`src/rtl/charram_dram_ctrl.sv`:
```
// 4416 character-RAM DRAM initiator: arbitrates video fetch and CPU ports, sequences /RAS,/CAS,/WR,/RD.
// Registered strobes; data/ACK 5 edges after accept; back-to-back accesses every 4 MCLK.
module charram_dram_ctrl (
  input  logic        i_MCLK,
  input  logic        i_RST_n,
  input  logic        i_VID_REQ,
  input  logic [13:0] i_VID_ADDR,
  output logic [3:0]  o_VID_DATA,
  output logic        o_VID_VALID,
  output logic        o_VID_MISS,
  input  logic        i_CPU_REQ,
  input  logic        i_CPU_WR,
  input  logic [13:0] i_CPU_ADDR,
  input  logic [3:0]  i_CPU_DIN,
  output logic [3:0]  o_CPU_DOUT,
  output logic        o_CPU_ACK,
  output logic [7:0]  o_ADDR,
  output logic [3:0]  o_DIN,
  input  logic [3:0]  i_DOUT,
  output logic        o_RAS_n,
  output logic        o_CAS_n,
  output logic        o_WR_n,
  output logic        o_RD_n
);
  typedef enum logic [2:0] {S_IDLE, S_ROW, S_COL, S_STB, S_CAPT} state_t;

  state_t      state_q, state_d;
  logic        vid_pend_q, vid_pend_d;
  logic [13:0] vid_addr_q, vid_addr_d;
  logic        vid_miss_q, vid_miss_d;
  logic        busy_q, busy_d;
  logic        rr_cpu_last_q, rr_cpu_last_d;
  logic [13:0] acc_addr_q, acc_addr_d;
  logic        acc_wr_q, acc_wr_d;
  logic        acc_vid_q, acc_vid_d;
  logic [3:0]  acc_din_q, acc_din_d;
  logic        ras_n_q, ras_n_d, cas_n_q, cas_n_d, wr_n_q, wr_n_d, rd_n_q, rd_n_d;
  logic [7:0]  addr_q, addr_d;
  logic [3:0]  din_q, din_d;
  logic [3:0]  vid_data_q, vid_data_d, cpu_dout_q, cpu_dout_d;
  logic        vid_vld_q, vid_vld_d, cpu_ack_q, cpu_ack_d;
  logic        cpu_rdy, at_accept, grant_vid, grant_cpu;

  always_comb begin
    // The ACK cycle's closing edge already frees the port, so a held request restarts there.
    cpu_rdy   = i_CPU_REQ && (!busy_q || cpu_ack_q);
    at_accept = (state_q == S_IDLE) || (state_q == S_CAPT);
    grant_vid = at_accept && vid_pend_q && (!cpu_rdy || rr_cpu_last_q);
    grant_cpu = at_accept && cpu_rdy && !grant_vid;

    state_d       = state_q;
    vid_pend_d    = vid_pend_q;
    vid_addr_d    = vid_addr_q;
    vid_miss_d    = 1'b0;
    busy_d        = busy_q;
    rr_cpu_last_d = rr_cpu_last_q;
    acc_addr_d    = acc_addr_q;
    acc_wr_d      = acc_wr_q;
    acc_vid_d     = acc_vid_q;
    acc_din_d     = acc_din_q;
    vid_data_d    = vid_data_q;
    cpu_dout_d    = cpu_dout_q;
    vid_vld_d     = 1'b0;
    cpu_ack_d     = 1'b0;

    if (grant_vid) vid_pend_d = 1'b0;
    if (i_VID_REQ) begin
      vid_pend_d = 1'b1;
      vid_addr_d = i_VID_ADDR;
      vid_miss_d = vid_pend_q && !grant_vid;
    end

    if (grant_cpu)      busy_d = 1'b1;
    else if (cpu_ack_q) busy_d = 1'b0;

    if (grant_vid) begin
      acc_addr_d    = vid_addr_q;
      acc_wr_d      = 1'b0;
      acc_vid_d     = 1'b1;
      rr_cpu_last_d = 1'b0;
    end else if (grant_cpu) begin
      acc_addr_d    = i_CPU_ADDR;
      acc_wr_d      = i_CPU_WR;
      acc_din_d     = i_CPU_DIN;
      acc_vid_d     = 1'b0;
      rr_cpu_last_d = 1'b1;
    end

    if (state_q == S_CAPT) begin
      if (acc_vid_q) begin
        vid_data_d = i_DOUT;
        vid_vld_d  = 1'b1;
      end else begin
        cpu_ack_d = 1'b1;
        if (!acc_wr_q) cpu_dout_d = i_DOUT;
      end
    end

    case (state_q)
      S_IDLE, S_CAPT: state_d = (grant_vid || grant_cpu) ? S_ROW : S_IDLE;
      S_ROW:          state_d = S_COL;
      S_COL:          state_d = S_STB;
      S_STB:          state_d = S_CAPT;
      default:        state_d = S_IDLE;
    endcase

    // Strobes are decoded from the next state so they change on the same edge as the state.
    ras_n_d = 1'b1;
    cas_n_d = 1'b1;
    wr_n_d  = 1'b1;
    rd_n_d  = 1'b1;
    addr_d  = addr_q;
    din_d   = din_q;
    case (state_d)
      S_ROW: begin
        ras_n_d = 1'b0;
        addr_d  = acc_addr_d[7:0];
      end
      S_COL: begin
        ras_n_d = 1'b0;
        cas_n_d = 1'b0;
        addr_d  = {1'b0, acc_addr_d[13:8], 1'b0};
      end
      S_STB: begin
        ras_n_d = 1'b0;
        cas_n_d = 1'b0;
        addr_d  = {1'b0, acc_addr_d[13:8], 1'b0};
        if (acc_wr_d) begin
          wr_n_d = 1'b0;
          din_d  = acc_din_d;
        end else begin
          rd_n_d = 1'b0;
        end
      end
      default: ;
    endcase
  end

  always_ff @(posedge i_MCLK or negedge i_RST_n) begin
    if (!i_RST_n) begin
      state_q       <= S_IDLE;
      vid_pend_q    <= 1'b0;
      vid_addr_q    <= '0;
      vid_miss_q    <= 1'b0;
      busy_q        <= 1'b0;
      rr_cpu_last_q <= 1'b1;
      acc_addr_q    <= '0;
      acc_wr_q      <= 1'b0;
      acc_vid_q     <= 1'b0;
      acc_din_q     <= '0;
      ras_n_q       <= 1'b1;
      cas_n_q       <= 1'b1;
      wr_n_q        <= 1'b1;
      rd_n_q        <= 1'b1;
      addr_q        <= '0;
      din_q         <= '0;
      vid_data_q    <= '0;
      cpu_dout_q    <= '0;
      vid_vld_q     <= 1'b0;
      cpu_ack_q     <= 1'b0;
    end else begin
      state_q       <= state_d;
      vid_pend_q    <= vid_pend_d;
      vid_addr_q    <= vid_addr_d;
      vid_miss_q    <= vid_miss_d;
      busy_q        <= busy_d;
      rr_cpu_last_q <= rr_cpu_last_d;
      acc_addr_q    <= acc_addr_d;
      acc_wr_q      <= acc_wr_d;
      acc_vid_q     <= acc_vid_d;
      acc_din_q     <= acc_din_d;
      ras_n_q       <= ras_n_d;
      cas_n_q       <= cas_n_d;
      wr_n_q        <= wr_n_d;
      rd_n_q        <= rd_n_d;
      addr_q        <= addr_d;
      din_q         <= din_d;
      vid_data_q    <= vid_data_d;
      cpu_dout_q    <= cpu_dout_d;
      vid_vld_q     <= vid_vld_d;
      cpu_ack_q     <= cpu_ack_d;
    end
  end

  assign o_VID_DATA  = vid_data_q;
  assign o_VID_VALID = vid_vld_q;
  assign o_VID_MISS  = vid_miss_q;
  assign o_CPU_DOUT  = cpu_dout_q;
  assign o_CPU_ACK   = cpu_ack_q;
  assign o_ADDR      = addr_q;
  assign o_DIN       = din_q;
  assign o_RAS_n     = ras_n_q;
  assign o_CAS_n     = cas_n_q;
  assign o_WR_n      = wr_n_q;
  assign o_RD_n      = rd_n_q;
endmodule

```
`config.mk`:
```
export PLATFORM = sky130hd
export DESIGN_NAME = charram_dram_ctrl
export DESIGN_NICKNAME = d
export VERILOG_FILES = /design/src/rtl/charram_dram_ctrl.sv
export SDC_FILE = /design/constraint.sdc
export NUM_CORES = 1
export LEC_CHECK = 0
export BUFFER_PORTS_ARGS = -buffer_cell sky130_fd_sc_hd__buf_2
export CORE_ASPECT_RATIO = 0.8
export CORE_MARGIN = 2
export CORE_UTILIZATION = 40
export DETAILED_ROUTE_END_ITERATION = 7
export PLACE_DENSITY = 0.68
export SKIP_LAST_GASP = 1
export SLEW_MARGIN = 0
export SYNTH_ARGS = -nofsm -noshare
export SYNTH_HDL_FRONTEND = slang
export SYNTH_SLANG_ARGS = --single-unit
```
`constraint.sdc`:
```
create_clock -name i_MCLK -period 5.8 [get_ports i_MCLK]
set_input_delay 0.87 -clock i_MCLK [delete_from_list [all_inputs] [get_ports i_MCLK]]
set_output_delay 0.87 -clock i_MCLK [all_outputs]
set_load 0.02 [all_outputs]
```
-- Word level (Yosys, flattened, before mapping)
Index checks and enable logic that the tools add are counted.
- reductions and logical operators: 24
- equality and inequality tests: 7
- bitwise gates (word level): 2
- muxes and demuxes: 28
- operators by type and width (kind ; number):
    $mux W14 ; 2
    $mux W1 ; 22
    $pmux W8 S2 ; 1
    $eq A3 B2 Y1 const B ; 4
    $pmux W3 S4 ; 1
    $mux W4 ; 2
    $reduce_bool A2 Y1 ; 4
    $eq A3 B1 Y1 const B ; 2
    $logic_and A1 B1 Y1 ; 6
    $logic_or A1 B1 Y1 ; 4
    $reduce_and A2 Y1 ; 2
    $reduce_or A2 Y1 ; 2
    $eq A3 B3 Y1 const B ; 1
    $logic_not A1 Y1 ; 3
    $logic_not A3 Y1 ; 1
    $reduce_and A3 Y1 ; 1
    $reduce_or A3 Y1 ; 1
    $not A1 Y1 ; 2
- bits in registers: 67
- output and inout bits: 27
- input port bits: 41
- logic and storage cells: 81

-- Depth between registers and ports, before layout
Gate-level depths: netlist of the first run.
- word-level depth: 14
- gate-level depth with buffers: 6
- mapped depth without buffers: 4

-- Worst setup path after synthesis of the first run
No wires, ideal clock.
- kind: input to register
- from: input port i_CPU_REQ
- to: register addr_q[2], in the netlist o_ADDR[2]
- setup time: 146 ps
- required time: 5654 ps
- setup slack: 3665 ps
- stages: 6
- arrival: 1989 ps
- path buffers: 2
- cells stage by stage: clkbuf_1 nand2b_1 o21a_1 buf_2 o31ai_1 o221ai_1
- longest elaborated chain between the ends: 12
- elaborated cells on any way between the ends: 18
- those cells by class: eq/ne (3); mux (5); reduce/logical (10)
- RTL lines (item ; RTL line ; text):
    start, declared ; 11 ; input logic i_CPU_REQ,
    $logic_and A1 B1 Y1 * ; 46 ; cpu_rdy = i_CPU_REQ && (!busy_q || cpu_ack_q);
    $logic_not A1 Y1 ; 48 ; grant_vid = at_accept && vid_pend_q && (!cpu_rdy || rr_cpu_last_q);
    $logic_or A1 B1 Y1 ; 48 ;
    $logic_and A1 B1 Y1 ; 48 ;
    $logic_not A1 Y1 ; 49 ; grant_cpu = at_accept && cpu_rdy && !grant_vid;
    $logic_and A1 B1 Y1 ; 49 ;
    $logic_or A1 B1 Y1 ; 100 ; S_IDLE, S_CAPT: state_d = (grant_vid || grant_cpu) ? S_ROW : S_IDLE;
    $mux W1 ; 100 ;
    $pmux W3 S4 ; 99 ; case (state_q)
    $eq A3 B2 Y1 ; 114 ; case (state_d)
    $reduce_or A2 Y1 (no line) ; n/a ;
    $pmux W8 S2 or $reduce_bool A2 Y1 (tied branches) ; n/a ;
    end signal, assigned ; 176 ; addr_q <= addr_d;
    end, declared ; 38 ; logic [7:0] addr_q, addr_d;
Every way passes the cells marked *; elsewhere a longest branch is shown, timed or not.
A chain may end at the register's enable or synchronous reset.

-- Final worst setup path of the first run
- from: register state_q[0]
- to: register cpu_dout_q[3], in the netlist o_CPU_DOUT[3]
- longest elaborated chain between the ends: 2
- RTL lines (item ; RTL line ; text):
    start, declared ; 27 ; state_t state_q, state_d;
    start signal, assigned ; 162 ; state_q <= state_d;
    $eq A3 B3 Y1 ; 89 ; if (state_q == S_CAPT) begin
    $reduce_and A3 Y1 (no line) ; n/a ;
    end signal, assigned ; 179 ; cpu_dout_q <= cpu_dout_d;
    end, declared ; 40 ; logic [3:0] vid_data_q, vid_data_d, cpu_dout_q, cpu_dout_d;
No other way between the ends.

==> run_summary.xml, run 1 <==
<?xml version="1.0" encoding="UTF-8"?>
<metrics>
  <group name="outcome">
    <metric name="run_status" unit="">complete, no violations</metric>
  </group>
  <group name="worst_setup_path">
    <metric name="timing.setup.critical_path_class" unit="">reg -&gt; reg</metric>
    <metric name="path_max_fanout" unit="">16</metric>
    <metric name="regToRegEndpoint" unit="">o_CPU_DOUT[3]$_DFFE_PN0P_</metric>
    <metric name="start_kind" unit="">flip-flop</metric>
    <metric name="cp-end-kind" unit="">flip-flop</metric>
    <metric name="arrival_worst_endpoint" unit="ns">2.58</metric>
    <metric name="reg2reg_depth" unit="">4</metric>
    <metric name="reg2reg_slack" unit="ns">3.43</metric>
    <metric name="r2r_start" unit="">state_q[0]$_DFF_PN0_</metric>
    <metric name="critPathRequiredTime" unit="ns">6.01</metric>
  </group>
  <group name="min_path">
    <metric name="hold_path.startpoint" unit="">acc_vid_q$_DFFE_PN0N_</metric>
    <metric name="min_delay_path_depth" unit="">1</metric>
    <metric name="whs_endpoint" unit="">o_CPU_ACK$_DFF_PN0_</metric>
    <metric name="timing.hold.worst.class" unit="">reg -&gt; reg</metric>
  </group>
  <group name="timing">
    <metric name="unrepaired_setup_endpoints_after_global_routing" unit="">no</metric>
    <metric name="final.hold.worst_slack" unit="ns">0.484</metric>
    <metric name="setup_tns" unit="ns">0</metric>
    <metric name="fmax" unit="MHz">423</metric>
    <metric name="report.final.hold_viol_count" unit="">0</metric>
    <metric name="worst-slew-pin-transition" unit="ns">0.907</metric>
    <metric name="min_period" unit="ns">2.37</metric>
    <metric name="final.period_utilization" unit="%">40.8</metric>
    <metric name="clock-skew-final" unit="ns">0.00737</metric>
    <metric name="timing.slew.headroom" unit="%">39.1</metric>
    <metric name="maxSlewViolCount" unit="">0</metric>
    <metric name="setup_violations" unit="">0</metric>
  </group>
  <group name="synthesis">
    <metric name="synth_top_cell_by_area" unit="">dfrtp_1</metric>
    <metric name="synth_most_common_cell" unit="">dfrtp_1</metric>
    <metric name="postSynth.topFlopCell" unit="">dfrtp_1</metric>
    <metric name="synth_seq_area_share" unit="%">59.4</metric>
    <metric name="synth_top_cells_by_count" unit="">58 x dfrtp_1, 29 x mux2_2, 15 x nor2_1</metric>
    <metric name="synth.ff_latch_count" unit="">63</metric>
    <metric name="warnings_from_yosys" unit="">0</metric>
    <metric name="netlist_instances" unit="">211</metric>
    <metric name="synth.lib_cells_used.distinct" unit="">44</metric>
    <metric name="post_synth.cell_area_avg" unit="um^2">12.6</metric>
    <metric name="synthesis.area" unit="um^2">2670</metric>
    <metric name="synth_enable_flop_cells" unit="">0</metric>
    <metric name="synth_largest_type_area_fraction" unit="%">54.5</metric>
    <metric name="syn_nets" unit="">252</metric>
    <metric name="asyncSetResetFlopFracSynth" unit="%">100</metric>
    <metric name="post_synth_main_area_contributors" unit="">dfrtp_1 54%, mux2_2 12%, dfstp_2 4.9%</metric>
  </group>
  <group name="routing">
    <metric name="post_drt_via_cell_ratio" unit="">5.26</metric>
    <metric name="drt_first_pass_iters" unit="">4</metric>
    <metric name="routed_wl" unit="mm">5.76</metric>
    <metric name="post_drt_wl_per_cell" unit="um">15.8</metric>
    <metric name="remaining_drc_errors" unit="">0</metric>
    <metric name="final_antenna_violating_net_count" unit="">0</metric>
    <metric name="vias" unit="">1916</metric>
    <metric name="violation_count_after_the_first_detailed_route_iteration" unit="">174</metric>
  </group>
  <group name="floorplan">
    <metric name="placeableCoreArea" unit="um^2">6410</metric>
    <metric name="floorplan.io_pins" unit="">68</metric>
    <metric name="die_w" unit="um">95.3</metric>
    <metric name="die_h" unit="um">77.0</metric>
    <metric name="fp-row-count" unit="">26</metric>
    <metric name="effective_utilization_at_floorplan" unit="%">41.6</metric>
    <metric name="die_area" unit="um^2">7340</metric>
  </group>
  <group name="place">
    <metric name="port_buffers" unit="">67</metric>
    <metric name="post-dp-hpwl" unit="mm">4.06</metric>
    <metric name="dp_cells" unit="">348</metric>
    <metric name="gpl.final_weighted_congestion" unit="">0.815</metric>
  </group>
  <group name="global_route">
    <metric name="maximum_number_of_pins_on_one_net_before_global_route_repair" unit="">64</metric>
    <metric name="grt_pass1_wl" unit="mm">9.26</metric>
    <metric name="grt_pass1_vias" unit="">1780</metric>
    <metric name="overflow" unit="">0</metric>
    <metric name="grt.total_usage" unit="%">17.1</metric>
    <metric name="antenna_found_initial" unit="">0</metric>
  </group>
  <group name="cells_and_area">
    <metric name="design.final.nets" unit="">316</metric>
    <metric name="stdcell_count" unit="">364</metric>
    <metric name="drive_gt1_share" unit="%">42.5</metric>
    <metric name="area_delta_synth_final" unit="%">22.3</metric>
    <metric name="diodes" unit="">0</metric>
  </group>
  <group name="clocking">
    <metric name="cts_sinks" unit="">63</metric>
    <metric name="post_cts_resize_count" unit="">0</metric>
    <metric name="clock-root-buffer" unit="">clkbuf_8</metric>
    <metric name="clk_pin_slew_worst_paths" unit="ns">0.06</metric>
    <metric name="tritoncts.num_buffers" unit="">9</metric>
    <metric name="insertion_delay" unit="ns">0.33</metric>
    <metric name="cts_tree" unit="">done</metric>
    <metric name="post_cts_hold_buffer_count" unit="">0</metric>
    <metric name="clock_tree.buffer_depth" unit="">2</metric>
    <metric name="post-cts-setup-buffers" unit="">0</metric>
    <metric name="h-tree-depth" unit="">3</metric>
  </group>
  <group name="power">
    <metric name="power.ir.vdd_worst" unit="V">0.000225</metric>
    <metric name="power.static_leakage" unit="nW">1.50</metric>
    <metric name="power_density" unit="nW/um^2">572</metric>
  </group>
  <group name="run">
    <metric name="maxCapViolCount" unit="">0</metric>
  </group>
</metrics>
worst max-delay path, cell delays in order (launching register included):
cell	delay, ns
dfrtp_1	0.43
nor2_1	0.72
nand2_1	0.16
nor3_1	0.53
mux2_2	0.40
cell type report:
type	instances	area, um^2
Multi-Input combinational cell	125	983
Inverter	8	30.0
Timing Repair Buffer	68	343
Clock inverter	4	70.1
Clock buffer	12	145
Sequential cell	63	1580
Fill cell	579	3150
Tap cell	84	105
stage by stage:
step	utilization (%)	power, mW	area [um^2]	setup WS [ns]
global route	50.9	2.00	3260	3.24
floorplan	-	1.26	2670	3.67
CTS	50.9	1.89	3260	3.40
detailed placement	47.5	1.47	3040	3.24
global placement	47.5	1.45	3040	3.34
finish	50.9	1.86	3260	3.43
registers in the layout (all words and copies together) (netlist names), 3 cells and up:
name and count:
acc_addr_q 10, acc_din_q 4, o_ADDR 8, o_CPU_DOUT 4
o_DIN 4, o_VID_DATA 4, state_q 3, vid_addr_q 14
worst max path at each step:
stage | depth (start not counted) | slack (ns) | end | from
finish | 4 | 3.43 | o_CPU_DOUT[3]$_DFFE_PN0P_ | state_q[0]$_DFF_PN0_
CTS | 4 | 3.40 | o_CPU_DOUT[3]$_DFFE_PN0P_ | state_q[0]$_DFF_PN0_
global route | 4 | 3.24 | o_CPU_DOUT[3]$_DFFE_PN0P_ | state_q[0]$_DFF_PN0_
detailed placement | 5 | 3.24 | o_ADDR[3]$_DFFE_PN0P_ | i_CPU_REQ
floorplan | 6 | 3.67 | o_ADDR[2]$_DFFE_PN0P_ | i_CPU_REQ
global placement | 5 | 3.34 | o_DIN[1]$_DFFE_PN0P_ | i_CPU_REQ
kinds of logic after synthesis:
family / synth area share (%)
AOI/OAI and AO/OA: 15.4
xor gates and xnor gates: 0.329
DFF: 59.4
muxes: 12.6
buffers and inverters: 3.71
and+or+nand+nor: 8.50
power by group:
part | switching, mW | internal, mW
clock | 0.155 | 0.253
combinational | 0.448 | 0.291
sequential | 0.0972 | 0.621
total | 0.700 | 1.16
placed cells by master (no fill, tap or decap), types with 2 or more instances in the layout:
cell type	instances
clkbuf_1	2
o221ai_1	5
o21a_1	2
mux2_2	29
a22oi_1	4
and4_1	4
nand4_1	3
nor3b_1	2
dfstp_2	5
dfrtp_1	58
o22ai_1	3
o21ai_1	2
o31ai_1	4
a211oi_1	4
inv_1	8
and2_1	4
and3_1	2
clkinv_2	2
o21ai_0	5
bufinv_16	2
a22o_1	2
buf_2	67
a31oi_1	4
o211ai_1	6
nand2b_1	3
clkbuf_8	10
nor2_1	15
a311o_1	2
a21o_1	2
nand2_1	2
metal layers:
layer	global-route usage [%]	vias up	part of all wire, %
met3	5.60	7	6.9
met2	21.6	68	43
li1	-	909	-
met1	26.7	932	49
met4	6.09	0	1.3
met5	0	-	0
No activity file was read; power rests on OpenSTA's default activity.
==> run 2, diff against run 1 <==
==> constraint.sdc (replaced) <==
create_clock -name i_MCLK -period 2.35 [get_ports i_MCLK]
set_input_delay 0.3525 -clock i_MCLK [delete_from_list [all_inputs] [get_ports i_MCLK]]
set_output_delay 0.3525 -clock i_MCLK [all_outputs]
set_load 0.02 [all_outputs]
==> run 2 against run 1 <==
Compared with the run above:
- global-route usage up 0.86 points
- utilization is 0.51 points higher
- critical path depth stayed put
- die area unchanged
- setup slack worse by 3.1 ns
- combinational power increased to 2.6 times the previous value
- hold slack worse by 0.48 ns
- non-clock buffer count rose by 6
- register-to-register slack lost 3.1 ns
- power grew 150%
- maximum frequency grew 15%
- largest power group unchanged
==> run_summary.xml, run 2 (same netlist as run 1, synthesis figures left out) <==
<?xml version="1.0" encoding="UTF-8"?>
<metrics>
  <group name="floorplan">
    <metric name="die_w" unit="um">95.3</metric>
    <metric name="fp-row-count" unit="">26</metric>
    <metric name="floorplan.io_pins" unit="">68</metric>
    <metric name="die_h" unit="um">77.0</metric>
    <metric name="placeableCoreArea" unit="um^2">6410</metric>
    <metric name="effective_utilization_at_floorplan" unit="%">41.6</metric>
    <metric name="die_area" unit="um^2">7340</metric>
  </group>
  <group name="clocking">
    <metric name="h-tree-depth" unit="">3</metric>
    <metric name="clock_tree.buffer_depth" unit="">2</metric>
    <metric name="tritoncts.num_buffers" unit="">9</metric>
    <metric name="cts_tree" unit="">done</metric>
    <metric name="post_cts_hold_buffer_count" unit="">0</metric>
    <metric name="post-cts-setup-buffers" unit="">0</metric>
    <metric name="post_cts_resize_count" unit="">0</metric>
    <metric name="clk_pin_slew_worst_paths" unit="ns">0.07</metric>
    <metric name="clock-root-buffer" unit="">clkbuf_8</metric>
    <metric name="cts_sinks" unit="">63</metric>
    <metric name="insertion_delay" unit="ns">0.33</metric>
  </group>
  <group name="timing">
    <metric name="timing.slew.headroom" unit="%">40.8</metric>
    <metric name="setup_tns" unit="ns">0</metric>
    <metric name="min_period" unit="ns">2.06</metric>
    <metric name="maxSlewViolCount" unit="">0</metric>
    <metric name="setup_violations" unit="">0</metric>
    <metric name="fmax" unit="MHz">487</metric>
    <metric name="unrepaired_setup_endpoints_after_global_routing" unit="">no</metric>
    <metric name="clock-skew-final" unit="ns">0.00608</metric>
    <metric name="worst-slew-pin-transition" unit="ns">0.882</metric>
    <metric name="report.final.hold_viol_count" unit="">0</metric>
    <metric name="final.period_utilization" unit="%">87.4</metric>
  </group>
  <group name="global_route">
    <metric name="antenna_found_initial" unit="">0</metric>
    <metric name="overflow" unit="">0</metric>
    <metric name="grt_pass1_wl" unit="mm">9.84</metric>
    <metric name="maximum_number_of_pins_on_one_net_before_global_route_repair" unit="">41</metric>
    <metric name="grt_pass1_vias" unit="">1939</metric>
    <metric name="grt.total_usage" unit="%">17.9</metric>
  </group>
  <group name="run">
    <metric name="maxCapViolCount" unit="">0</metric>
  </group>
  <group name="worst_setup_path">
    <metric name="path_max_fanout" unit="">7</metric>
    <metric name="timing.critical_path.slowest_cell_delay" unit="ns">0.54</metric>
    <metric name="reg2reg_slack" unit="ns">0.29</metric>
    <metric name="arrival_worst_endpoint" unit="ns">2.27</metric>
    <metric name="r2r_start" unit="">state_q[0]$_DFF_PN0_</metric>
    <metric name="crit_path_launch" unit="">state_q[0]$_DFF_PN0_</metric>
    <metric name="start_kind" unit="">flip-flop</metric>
    <metric name="crit_cells" unit="">4</metric>
    <metric name="critical-path-top-cell-by-count" unit="">mux2_2</metric>
    <metric name="critPathCapture" unit="">o_DIN[3]$_DFFE_PN0P_</metric>
    <metric name="cp-end-kind" unit="">flip-flop</metric>
    <metric name="regToRegEndpoint" unit="">o_DIN[3]$_DFFE_PN0P_</metric>
    <metric name="buf_inv_on_cp" unit="">0</metric>
    <metric name="timing.setup.critical_path_class" unit="">reg -&gt; reg</metric>
    <metric name="crit_slowest_cell" unit="">a2111oi_4</metric>
    <metric name="reg2reg_depth" unit="">4</metric>
    <metric name="critPathRequiredTime" unit="ns">2.57</metric>
    <metric name="cp_cell_sequence" unit="">or2_1 &gt; a2111oi_4 &gt; mux2_2 &gt; mux2_2</metric>
    <metric name="worst_path_dominant_cell_family" unit="">multiplexers</metric>
  </group>
  <group name="power">
    <metric name="power.static_leakage" unit="nW">1.52</metric>
    <metric name="power.ir.vdd_worst" unit="V">0.000538</metric>
    <metric name="fin_total_pwr" unit="mW">4.60</metric>
    <metric name="power_density" unit="nW/um^2">1400</metric>
  </group>
  <group name="cells_and_area">
    <metric name="stdcell_count" unit="">370</metric>
    <metric name="multiInputGateArea" unit="um^2">983</metric>
    <metric name="area_delta_synth_final" unit="%">23.5</metric>
    <metric name="max_ffs_per_register" unit="">14</metric>
    <metric name="filler_cells_inserted" unit="">567</metric>
    <metric name="most_frequent_cells_in_the_layout" unit="">67 x buf_2, 58 x dfrtp_1, 29 x mux2_2</metric>
    <metric name="postLayoutCoreUtil" unit="%">51.4</metric>
    <metric name="drive_gt1_share" unit="%">43.7</metric>
    <metric name="diodes" unit="">0</metric>
    <metric name="layout.cells.most_common" unit="">buf_2</metric>
    <metric name="largest_reg_by_ff_count" unit="">vid_addr_q</metric>
    <metric name="storage_cell_area" unit="um^2">1580</metric>
    <metric name="design.final.nets" unit="">322</metric>
  </group>
  <group name="place">
    <metric name="port_buffers" unit="">67</metric>
    <metric name="gpl.final_weighted_congestion" unit="">0.889</metric>
    <metric name="post-dp-hpwl" unit="mm">4.33</metric>
    <metric name="dp_cells" unit="">354</metric>
  </group>
  <group name="routing">
    <metric name="post_drt_via_cell_ratio" unit="">5.40</metric>
    <metric name="routed_wl" unit="mm">6.10</metric>
    <metric name="final_antenna_violating_net_count" unit="">0</metric>
    <metric name="violation_count_after_the_first_detailed_route_iteration" unit="">152</metric>
    <metric name="remaining_drc_errors" unit="">0</metric>
    <metric name="vias" unit="">1998</metric>
    <metric name="post_drt_wl_per_cell" unit="um">16.5</metric>
    <metric name="drt_first_pass_iters" unit="">5</metric>
  </group>
  <group name="outcome">
    <metric name="run_status" unit="">complete, no violations</metric>
  </group>
  <group name="min_path">
    <metric name="timing.hold.worst.class" unit="">in -&gt; async</metric>
  </group>
</metrics>
## run 2: worst min-delay path by stage
stage                 start                    endpoint  slack (ns)
floorplan           i_RST_n     acc_addr_q[0]$_DFF_PN0_        0.06
global placement    i_RST_n   vid_addr_q[8]$_DFFE_PN0P_        0.37
detailed placement  i_RST_n   vid_addr_q[8]$_DFFE_PN0P_        0.38
CTS                 i_RST_n   vid_addr_q[8]$_DFFE_PN0P_        0.02
global route        i_RST_n  vid_addr_q[12]$_DFFE_PN0P_        0.03
finish              i_RST_n   vid_addr_q[8]$_DFFE_PN0P_       0.004
## run 2: cell type report
type	count	share of cell area (%)
Clock buffer	12	4.41
Clock inverter	4	1.37
Inverter	8	0.912
Multi-Input combinational cell	125	29.9
Sequential cell	63	48.1
Tap cell	84	3.19
Timing Repair Buffer	74	12.2
## run 2: metal layers
layer	track usage, %	wire [um]	up-vias
li1	-	-	917
met1	25.8	2800	979
met2	24.9	2730	92
met3	6.58	485	10
met4	6.09	83	0
met5	0	0	-
## run 2: stage by stage
step                area (um^2)  hold WS [ns]  setup slack, ns
finish                     3290       0.00393            0.295
global route               3290        0.0342            0.151
CTS                        3290        0.0161            0.270
detailed placement         3100         0.375            0.283
global placement           3100         0.374            0.318
floorplan                  2670        0.0569            0.397
## run 2: power by group
part | internal, mW | switching [mW] | total [mW]
registers | 1.53 | 0.212 | 1.75
logic | 0.777 | 1.17 | 1.94
clock network | 0.514 | 0.393 | 0.907
==> run 3, diff against run 2 <==
--- a/config.mk
+++ b/config.mk
@@ -10,6 +10,7 @@
 export CORE_MARGIN = 2
 export CORE_UTILIZATION = 40
 export DETAILED_ROUTE_END_ITERATION = 7
+export GPL_TIMING_DRIVEN = 0
 export PLACE_DENSITY = 0.68
 export SKIP_LAST_GASP = 1
 export SLEW_MARGIN = 0
==> constraint.sdc (replaced) <==
create_clock -name i_MCLK -period 2 [get_ports i_MCLK]
set_input_delay 0.3 -clock i_MCLK [delete_from_list [all_inputs] [get_ports i_MCLK]]
set_output_delay 0.3 -clock i_MCLK [all_outputs]
set_load 0.02 [all_outputs]
==> run 3 against run 2 <==
Compared with the run above:
- via count is 0.15% higher
- clock skew increased by 0.0016 ns
- clock-buffer cell count fell by 1
- utilization rose by 0.70 points
- register-to-register slack worse by 0.25 ns
- setup slack got worse by 0.25 ns
- sequential share of layout area fell by 0.57 points
- die area is the same
- combinational power rose by 22%
- clock power up 11%
- critical path type unchanged
- highest routed layer unchanged
==> run_summary.xml, run 3 (same netlist as run 1, synthesis figures left out) <==
<?xml version="1.0" encoding="UTF-8"?>
<metrics>
  <group name="power">
    <metric name="p_sw_share" unit="%">39.5</metric>
    <metric name="power.static_leakage" unit="nW">1.52</metric>
    <metric name="power_frac_seq" unit="%">37.9</metric>
    <metric name="share_comb_of_total_power" unit="%">43.6</metric>
    <metric name="net-switching-power" unit="mW">2.15</metric>
    <metric name="clkPwrFrac" unit="%">18.5</metric>
    <metric name="power.ir.vdd_worst" unit="V">0.000717</metric>
    <metric name="power_density" unit="nW/um^2">1630</metric>
    <metric name="power_report.internal_total" unit="mW">3.29</metric>
  </group>
  <group name="worst_setup_path">
    <metric name="timing.critical_path.slowest_cell_delay" unit="ns">0.45</metric>
    <metric name="critical-path-top-cell-by-count" unit="">mux2_2</metric>
    <metric name="path_max_fanout" unit="">6</metric>
    <metric name="timing.setup.critical_path_class" unit="">reg -&gt; reg</metric>
    <metric name="cp_cell_sequence" unit="">or2_1 &gt; buf_6 &gt; a2111oi_4 &gt; buf_4 &gt; mux2_2 &gt; mux2_2</metric>
    <metric name="critPathRequiredTime" unit="ns">2.23</metric>
    <metric name="cp-end-kind" unit="">flip-flop</metric>
    <metric name="arrival_worst_endpoint" unit="ns">2.19</metric>
    <metric name="start_kind" unit="">flip-flop</metric>
    <metric name="crit_slowest_cell" unit="">dfrtp_2</metric>
  </group>
  <group name="floorplan">
    <metric name="floorplan.io_pins" unit="">68</metric>
    <metric name="die_area" unit="um^2">7340</metric>
    <metric name="fp-row-count" unit="">26</metric>
    <metric name="die_w" unit="um">95.3</metric>
    <metric name="placeableCoreArea" unit="um^2">6410</metric>
    <metric name="effective_utilization_at_floorplan" unit="%">41.6</metric>
    <metric name="die_h" unit="um">77.0</metric>
  </group>
  <group name="clocking">
    <metric name="clock-root-buffer" unit="">clkbuf_8</metric>
    <metric name="clk_pin_slew_worst_paths" unit="ns">0.07</metric>
    <metric name="tritoncts.num_buffers" unit="">9</metric>
    <metric name="insertion_delay" unit="ns">0.34</metric>
    <metric name="cts_tree" unit="">done</metric>
    <metric name="post_cts_hold_buffer_count" unit="">0</metric>
    <metric name="h-tree-depth" unit="">3</metric>
    <metric name="cts_sinks" unit="">63</metric>
    <metric name="clock_tree.buffer_depth" unit="">2</metric>
  </group>
  <group name="cells_and_area">
    <metric name="multiInputGateArea" unit="um^2">1010</metric>
    <metric name="drive_gt1_share" unit="%">44.9</metric>
    <metric name="layout.cells.most_common" unit="">buf_2</metric>
    <metric name="most_frequent_cells_in_the_layout" unit="">69 x buf_2, 56 x dfrtp_1, 28 x mux2_2</metric>
    <metric name="largest_reg_by_ff_count" unit="">vid_addr_q</metric>
    <metric name="diodes" unit="">0</metric>
    <metric name="storage_cell_area" unit="um^2">1590</metric>
    <metric name="filler_cells_inserted" unit="">579</metric>
    <metric name="area_delta_synth_final" unit="%">25.2</metric>
    <metric name="max_ffs_per_register" unit="">14</metric>
    <metric name="design.final.nets" unit="">332</metric>
  </group>
  <group name="timing">
    <metric name="timing.slew.headroom" unit="%">48.7</metric>
    <metric name="setup_tns" unit="ns">0</metric>
    <metric name="maxSlewViolCount" unit="">0</metric>
    <metric name="worst-slew-pin-transition" unit="ns">0.770</metric>
    <metric name="report.final.hold_viol_count" unit="">0</metric>
    <metric name="clock-skew-final" unit="ns">0.00766</metric>
    <metric name="min_period" unit="ns">1.96</metric>
    <metric name="final.period_utilization" unit="%">97.9</metric>
    <metric name="setup_violations" unit="">0</metric>
    <metric name="finalWorstSetupSlack" unit="ns">0.0420</metric>
    <metric name="fmax" unit="MHz">511</metric>
    <metric name="unrepaired_setup_endpoints_after_global_routing" unit="">yes</metric>
  </group>
  <group name="routing">
    <metric name="final_antenna_violating_net_count" unit="">0</metric>
    <metric name="post_drt_via_cell_ratio" unit="">5.27</metric>
    <metric name="vias" unit="">2001</metric>
    <metric name="drt_first_pass_iters" unit="">4</metric>
    <metric name="violation_count_after_the_first_detailed_route_iteration" unit="">101</metric>
    <metric name="remaining_drc_errors" unit="">0</metric>
    <metric name="post_drt_wl_per_cell" unit="um">15.8</metric>
    <metric name="routed_wl" unit="mm">6.00</metric>
  </group>
  <group name="place">
    <metric name="gpl.final_weighted_congestion" unit="">0.835</metric>
    <metric name="post-dp-hpwl" unit="mm">4.19</metric>
    <metric name="port_buffers" unit="">66</metric>
    <metric name="dpl_worst_slack" unit="ns">-0.183</metric>
  </group>
  <group name="global_route">
    <metric name="grt_pass1_vias" unit="">1951</metric>
    <metric name="maximum_number_of_pins_on_one_net_before_global_route_repair" unit="">64</metric>
    <metric name="grt_pass1_wl" unit="mm">9.99</metric>
    <metric name="overflow" unit="">0</metric>
    <metric name="grt.total_usage" unit="%">18.2</metric>
    <metric name="antenna_found_initial" unit="">0</metric>
  </group>
  <group name="run">
    <metric name="maxCapViolCount" unit="">0</metric>
  </group>
  <group name="min_path">
    <metric name="timing.hold.worst.class" unit="">in -&gt; async</metric>
  </group>
  <group name="outcome">
    <metric name="run_status" unit="">complete, no violations</metric>
  </group>
</metrics>
==> run 3: cell count changes in the layout (fill, tap and decap cells not counted), sizes merged <==
| cell | delta |
|---|---|
| clkbuf | +9 |
| clkinvlp | +3 |
| bufinv | -1 |
| clkinv | -1 |
==> run 3: through the flow <==
step | util (%) | total power, mW | hold WS [ns] | cells | instance area (um^2)
final | 52.1 | 5.43 | 0.0232 | 380 | 3340
after global routing | 52.1 | 5.84 | 0.0914 | 380 | 3340
after CTS | 51.5 | 5.42 | 0.158 | 379 | 3300
after detailed placement | 48.4 | 4.38 | 0.458 | 361 | 3100
after global placement | 48.4 | 4.32 | 0.456 | 361 | 3100
after floorplan | - | 3.67 | 0.00441 | 211 | 2670
==> run 3: power by group through the flow <==
stage,registers (mW),clock network [mW],logic [mW]
after CTS,2.05,1.04,2.33
after global placement,2.05,0,2.27
after detailed placement,2.07,0,2.31
after global routing,2.12,1.11,2.62
final,2.06,1.01,2.37
after floorplan,2.32,0,1.35
==> run 3: final timing paths <==
check,startpoint,to,slack (ns),cells after the start
max,state_q[0]$_DFF_PN0_,o_DIN[3]$_DFFE_PN0P_,0.04,6
min,i_RST_n,vid_addr_q[8]$_DFFE_PN0P_,0.02,1
max reg2reg,state_q[0]$_DFF_PN0_,o_DIN[3]$_DFFE_PN0P_,0.04,6
min reg2reg,acc_vid_q$_DFFE_PN0N_,o_CPU_ACK$_DFF_PN0_,0.46,1
max in group asynchronous,i_RST_n,state_q[1]$_DFF_PN0_,1.43,1
min in group i_MCLK,i_VID_ADDR[2],vid_addr_q[2]$_DFFE_PN0P_,0.17,3
==> run 3: what timing repair did <==
action / CTS / global route
setup buffers: 2 / 1
gates cloned: 0 / 0
setup endpoints to repair: 13 / 19
pin swaps: 1 / 0
gates resized for setup: 1 / 7
==> run 3: critical path: cells and delay by family, from the launching register on <==
| kind | cells | cell delay [ns] |
|---|---|---|
| AND/OR/NAND/NOR | 1 | 0.25 |
| flip-flops | 1 | 0.45 |
| buffers and inverters | 2 | 0.34 |
| multiplexers | 2 | 0.61 |
| AO/OA/AOI/OAI | 1 | 0.20 |
==> run 3: area by class of cell <==
class	instances	share of cell area (%)
Clock buffer	11	4.54
Buffer	15	2.06
Inverter	8	0.900
Tap cell	84	3.15
Timing Repair Buffer	69	10.6
Multi-Input combinational cell	125	30.2
Clock inverter	5	0.975
Sequential cell	63	47.5
==> run 3: routing by layer <==
metal	share of wire [%]	global-route usage, %	vias to the layer above	wire length [um]
met5	0	0	-	0
met4	1.0	5.36	0	60
met3	7.4	6.97	6	443
met2	44	23.6	77	2640
met1	48	27.8	973	2860
li1	-	-	945	-
